$ cat src/rtl/operand_fetch.sv
// Register-read stage: 32xDATA_W GPR file with same-cycle writeback bypass, feeding a
// one-entry output slot plus one skid slot whose held operands track later writebacks.
module operand_fetch #(
    parameter int DATA_W = 32,
    parameter int NREGS  = 32,
    parameter int ADDR_W = 5
) (
    input  logic              clk,
    input  logic              reset,
    input  logic              flush,
    input  logic              in_valid,
    output logic              in_ready,
    input  logic [31:0]       in_instr,
    input  logic              wb_en,
    input  logic [ADDR_W-1:0] wb_addr,
    input  logic [DATA_W-1:0] wb_data,
    output logic              out_valid,
    input  logic              out_ready,
    output logic [31:0]       out_instr,
    output logic [DATA_W-1:0] out_regA,
    output logic [DATA_W-1:0] out_regB
);

    typedef struct packed {
        logic [31:0]       instr;
        logic [DATA_W-1:0] rega;
        logic [DATA_W-1:0] regb;
    } ent_t;

    logic [DATA_W-1:0] gpr [NREGS];
    ent_t              out_q, skid_q, new_e, out_sn, skid_sn;
    logic              skid_valid;
    logic              accept;
    logic [ADDR_W-1:0] rs, rt;

    function automatic logic hit(input logic [ADDR_W-1:0] r, input logic we,
                                 input logic [ADDR_W-1:0] wa);
        return we && (wa == r) && (r != '0);
    endfunction

    // Overlay this cycle's writeback onto an entry; serves as both bypass and snoop.
    function automatic ent_t snoop(input ent_t e, input logic we,
                                   input logic [ADDR_W-1:0] wa, input logic [DATA_W-1:0] wd);
        ent_t s;
        s = e;
        if (hit(e.instr[21 +: ADDR_W], we, wa)) s.rega = wd;
        if (hit(e.instr[16 +: ADDR_W], we, wa)) s.regb = wd;
        return s;
    endfunction

    assign rs       = in_instr[21 +: ADDR_W];
    assign rt       = in_instr[16 +: ADDR_W];
    assign in_ready = !skid_valid;
    assign accept   = in_valid && in_ready;

    always_comb begin
        new_e.instr = in_instr;
        new_e.rega  = (rs == '0) ? '0 : gpr[rs];
        new_e.regb  = (rt == '0) ? '0 : gpr[rt];
        new_e       = snoop(new_e, wb_en, wb_addr, wb_data);
        out_sn      = snoop(out_q, wb_en, wb_addr, wb_data);
        skid_sn     = snoop(skid_q, wb_en, wb_addr, wb_data);
    end

    always_ff @(posedge clk or posedge reset) begin
        if (reset) begin
            for (int i = 0; i < NREGS; i++) gpr[i] <= '0;
        end else if (wb_en && wb_addr != '0) begin
            gpr[wb_addr] <= wb_data;
        end
    end

    // Held slots always take their snooped value; the priority chain overrides the loads.
    always_ff @(posedge clk or posedge reset) begin
        if (reset) begin
            out_valid  <= 1'b0;
            skid_valid <= 1'b0;
            out_q      <= '0;
            skid_q     <= '0;
        end else begin
            out_q  <= out_sn;
            skid_q <= skid_sn;
            if (flush) begin
                out_valid  <= 1'b0;
                skid_valid <= 1'b0;
            end else if (!out_valid || out_ready) begin
                if (skid_valid) begin
                    out_q      <= skid_sn;
                    skid_valid <= 1'b0;
                end else if (accept) begin
                    out_q     <= new_e;
                    out_valid <= 1'b1;
                end else begin
                    out_valid <= 1'b0;
                end
            end else if (accept) begin
                skid_q     <= new_e;
                skid_valid <= 1'b1;
            end
        end
    end

    assign out_instr = out_q.instr;
    assign out_regA  = out_q.rega;
    assign out_regB  = out_q.regb;

endmodule
$ cat config.mk
export PLATFORM = sky130hd
export DESIGN_NAME = operand_fetch
export DESIGN_NICKNAME = d
export VERILOG_FILES = /design/src/rtl/operand_fetch.sv
export SDC_FILE = /design/constraint.sdc
export NUM_CORES = 2
export LEC_CHECK = 0
export ABC_CLOCK_PERIOD_IN_PS = 56200
export CAP_MARGIN = 5
export CORE_UTILIZATION = 45
export DETAILED_ROUTE_END_ITERATION = 12
export MAX_ROUTING_LAYER = met4
export PLACE_DENSITY_LB_ADDON = 0.05
export SYNTH_ARGS = -nofsm -noshare
export SYNTH_HDL_FRONTEND = slang
export SYNTH_SLANG_ARGS = --single-unit
$ cat constraint.sdc
create_clock -name clk -period 56.2 [get_ports clk]
set_clock_uncertainty 0.2 [all_clocks]
set_input_delay 11.24 -clock clk [delete_from_list [all_inputs] [get_ports clk]]
set_output_delay 11.24 -clock clk [all_outputs]
set_load 0.1 [all_outputs]
**Word level (Yosys, flattened, before mapping)**

Cells that the tools add are included.

- Memories kept: 0
- Bits in writable memories: 0
- Latch bits: 0
- Register bits after elaboration: 1218
- Input bits: 75
- Output and inout bits: 98
- Bits in read-only memories: 0
- Word-level logic and storage cells: 120

- Magnitude comparators: 4
- Multipliers: 0
- Reductions and logical operators: 33
- Div/mod/pow operators: 0
- Add/sub/neg operators: 0
- Bitwise logic cells: 5
- Mux-type cells: 31
- Shift operators: 0
- Equality and inequality tests: 7

Operators by type and width:

| operator | number |
|---|---|
| 1024-bit bitwise mux | 1 |
| 32-bit two-way mux | 13 |
| 32-bit binary-select mux with 5-bit select | 2 |
| 64-bit two-way mux | 5 |
| 96-bit two-way mux | 2 |
| 32-bit demux with 5-bit select | 1 |
| 5-bit nonzero test | 7 |
| 5-bit == test | 6 |
| 6-bit greater-or-equal comparator, second input constant | 3 |
| 5-bit NOT with 6-bit output | 3 |
| 1-bit logical AND | 15 |
| 5-bit zero test | 2 |
| 1-bit two-way mux | 7 |
| 6-bit by 1-bit < comparator with 1-bit output, second input constant | 1 |
| 3-bit AND reduction | 2 |
| 2-bit nonzero test | 2 |
| 3-bit nonzero test | 1 |
| 1-bit zero test | 2 |
| 2-bit inequality test, second input constant | 1 |
| 1-bit NOT | 2 |
| 2-bit AND reduction | 1 |
| 1-bit logical OR | 1 |

**Longest topological paths before layout**

- Depth in word-level cells: 10
- Gate-level depth with buffers: 11

**Least setup slack after synthesis**

OpenSTA, ideal clock, no wires.

- Path type: input to register
- Start point: in in_instr[16]
- End point: reg skid_q[14] in the netlist's numbering
- Buffers on the path: 3
- Stages: 7
- Slack: 42.896 ns
- Arrival: 12.958 ns
- Path through: buf_4 -> buf_6 -> buf_2 -> mux4_2 -> mux2_2 -> o211ai_1 -> o221ai_1

- Longest elaborated chain between the ends: 9
- Elaborated cells on any way between the ends: 14

Ends and longest elaborated chain:

| item | RTL line | text |
|---|---|---|
| start: declaration | 13 | `input logic [31:0] in_instr,` |
| 5-bit NOT with 6-bit output (implied by the code) | 59 | `new_e.regb = (rt == '0) ? '0 : gpr[rt];` |
| 32-bit binary-select mux with 5-bit select | 59 |  |
| 32-bit two-way mux (implied by the code) (2 in a row) | 59 |  |
| 32-bit two-way mux | 59 |  |
| 32-bit two-way mux (*) | 47 | `if (hit(e.instr[16 +: ADDR_W], we, wa)) s.regb = wd;` |
| 64-bit two-way mux (*) | 96 | `end else if (accept) begin` |
| 64-bit two-way mux (*) | 86 | `end else if (!out_valid \|\| out_ready) begin` |
| 64-bit two-way mux (*) | 83 | `if (flush) begin` |
| end signal: assignment | 82 | `skid_q <= skid_sn;` |
| end signal: assignment | 97 | `skid_q <= new_e;` |
| end: declaration | 31 | `ent_t out_q, skid_q, new_e, out_sn, skid_sn;` |

Every way passes the cells marked *; elsewhere a longest branch is shown, timed or not. The select of a mux whose other input is x is not followed.
A chain may end at the register's enable or synchronous reset.

==> out/results.tsv <==
metric	value	unit
cp_common_cell	buf_4	
multi_input_area	0.0305	mm^2
cts_root_buf	clkbuf_16	
first_pass_iters	7	
synthCells	5116	
outcome	completed	
track_usage	34.9	%
cp-startpoint	reset	
endpoint	gpr[628]	
wl_per_cell	34.0	um
critical_path_buf_inv_count	6	
clock_latency	0.79	ns
cts.hold.buffers_added	0	
postSynth.asyncResetShare	100	%
relSlewSlack	9.63	%
p_leak	30.7	nW
drv_slew	0	
hold_start	gpr[1003]	
pin_count	173	
netlist_area	0.0632	mm^2
fin_crit_sh	27.1	%
r2r-end	out_regB[27]	
antenna_found_initial	9	
die_w	377	um
cp.required	56.77	ns
worstPathMaxFanout	167	
clock_sinks	1218	
dieArea	0.142	mm^2
drtIter0Drc	4769	
drc	0	
yosysSeqAreaShare	48.3	%
fp.dieH	377	um
dp_slack	40.12	ns
path_delay_family	buffers and inverters	
synth_top_cells_by_area	dfrtp_1 (48%), mux4_2 (13%), mux2_2 (12%)	
vias_per_cell	6.47	
synth_fp_nets	5191	
ys_types	62	
final.setup.worst_slack	40.97	ns
rsz0062_at_grt	false	
vias	45400	
synth_top_cell_by_area	dfrtp_1	
hold_viol	0	
r2r_slack	52.95	ns
area_growth	12.5	%
drive_above_1_share	28.9	%
cellPowerDensity	39.8	mW/mm^2
ys_seq_elements	1218	
final_nets	5091	
grt_max_degree	168	
grt.overflow.total	0	
core_area	0.139	mm^2
max_freq	65.7	MHz
ys.flop_type	dfrtp_1	
avgSynthCellArea	12.3	um^2
cts_made_buffers	143	
totalWireLength	239	mm
cts_tree	done	
tns	0	ns
htree_levels	4	
seq_area	0.0305	mm^2
cp-end-kind	asynchronous set/reset pin	
start_kind	input port	
synth-edff-count	0	
io_buffer_count	172	
yosys.area.top_type_share	48.3	%
grt_pass1_wl	343	mm
placementRows	137	
hold_path_class	reg -> reg	
r2r_start	out_valid	
cpPeakStageDelay	0.89	ns
grt_pass1_vias	44800	
cp_cell_sequence	clkdlybuf4s50_1 > inv_8 > buf_4 > buf_12 > buf_4 > buf_4	
dp_hpwl	134	mm
worst_pin_slew	1.35	ns
period_needed	15.23	ns
ir_drop	0.0312	mV
start_util	45.3	%
cts_setup_buffers	0	
finalSetupViolations	0	
cp_slowest_cell	buf_4	
path_depth	6	
nFillCells	12200	
clockBufferDepth	3	
ant_nets	0	
drv_cap	0	
post_cts_resize_count	0	
synth_warnings	0	
place_congestion	0.841	
critical_path_class	in -> async	
worstPathArrival	15.79	ns
rr_worst_depth	7	
path_clk_slew	0.06	ns
[layout by cell type (no fill, tap or decap), types with 10 or more instances in the layout]
| cell | instances |
|---|---|
| clkdlybuf4s50_1 | 165 |
| nor3_1 | 13 |
| xnor2_1 | 23 |
| a2111o_1 | 30 |
| nor2b_1 | 49 |
| nand2_4 | 15 |
| nor2_4 | 24 |
| buf_4 | 128 |
| a21oi_1 | 34 |
| mux4_2 | 356 |
| dfrtp_1 | 1218 |
| o22ai_1 | 115 |
| clkbuf_8 | 36 |
| nand4_1 | 13 |
| mux2i_1 | 365 |
| a22oi_1 | 270 |
| o221ai_1 | 13 |
| mux2_2 | 692 |
| clkbuf_1 | 38 |
| clkbuf_16 | 152 |
| a31oi_1 | 32 |
| inv_1 | 25 |
| o21ai_0 | 460 |
| o211ai_1 | 64 |
| nor2_1 | 10 |
| nand2_1 | 561 |
| nand3_1 | 62 |
| clkinv_2 | 13 |
| a211oi_1 | 13 |
[cells in the mapped netlist (all sizes together), types with 53 or more instances]
cell and n:
mux2i 366, clkbuf 370, nand3 63, mux2 703, dfrtp 1218, nand2 579, nor2b 53, o21ai 461
mux4 356, buf 179, o211ai 64, a22oi 272, o22ai 115
[flip-flops by register name, indices dropped and copies added, names as in the netlist]
signal,count
skid_valid,1
out_valid,1
skid_q,96
out_regA,32
out_regB,32
gpr,1024
out_instr,32
[metrics by stage]
step	cells	utilization (%)	total power [mW]	hold slack, ns	area [um^2]
floorplan	5116	-	1.68	0.241	63200
global placement	6747	47.5	1.86	0.179	66200
detailed placement	6747	47.5	1.87	0.183	66200
CTS	7000	51.0	2.84	0.196	71100
global route	7008	51.0	2.95	0.211	71100
finish	7009	51.0	2.83	0.191	71100
[metal layers]
layer / vias up / global-route usage (%) / wire length [um] / share of wire [%]
met2: 1980 / 51.9 / 108000 / 45
met5: - / - / 0 / 0
met1: 24000 / 47.8 / 102000 / 43
li1: 18900 / - / - / -
met3: 441 / 7.03 / 19600 / 8.2
met4: 0 / 11.8 / 8780 / 3.7
[area by class of cell]
| type | count | area share (%) |
|---|---|---|
| Tap cell | 1876 | 3.30 |
| Timing Repair Buffer | 304 | 3.93 |
| Antenna cell | 9 | 0.0317 |
| Clock buffer | 226 | 6.25 |
| Sequential cell | 1218 | 42.9 |
| Inverter | 26 | 0.148 |
| Multi-Input combinational cell | 3323 | 42.9 |
| Clock inverter | 27 | 0.542 |
[kinds of logic after synthesis]
| group | Yosys count | synth area share, % |
|---|---|---|
| XOR/XNOR | 30 | 0.416 |
| multiplexers | 1425 | 31.0 |
| buffers and inverters | 575 | 4.00 |
| AND/OR/NAND/NOR | 798 | 5.51 |
| flip-flops | 1218 | 48.3 |
| AO/OA/AOI/OAI | 1070 | 10.8 |
[report_power, final]
group	switching, mW	internal (mW)
clock	0.387	0.581
combinational	0.366	0.295
sequential	0.143	1.06
total	0.896	1.94
[worst reg2reg max path: cells and delay by family (launching register included)]
| family | cells | cell delay, ns |
|---|---|---|
| simple gates | 3 | 0.92 |
| buf+inv | 1 | 0.91 |
| compound gates | 3 | 0.71 |
| flops | 1 | 0.43 |
[worst min-delay path by stage]
stage | end | slack, ns | cells after the start
after floorplan | gpr[1000] | 0.24 | 1
after global placement | gpr[1006] | 0.18 | 0
after detailed placement | gpr[1006] | 0.18 | 0
after CTS | gpr[1006] | 0.20 | 0
after global routing | gpr[1006] | 0.21 | 0
final | gpr[1003] | 0.19 | 0
No activity file was read; power rests on OpenSTA's default activity.
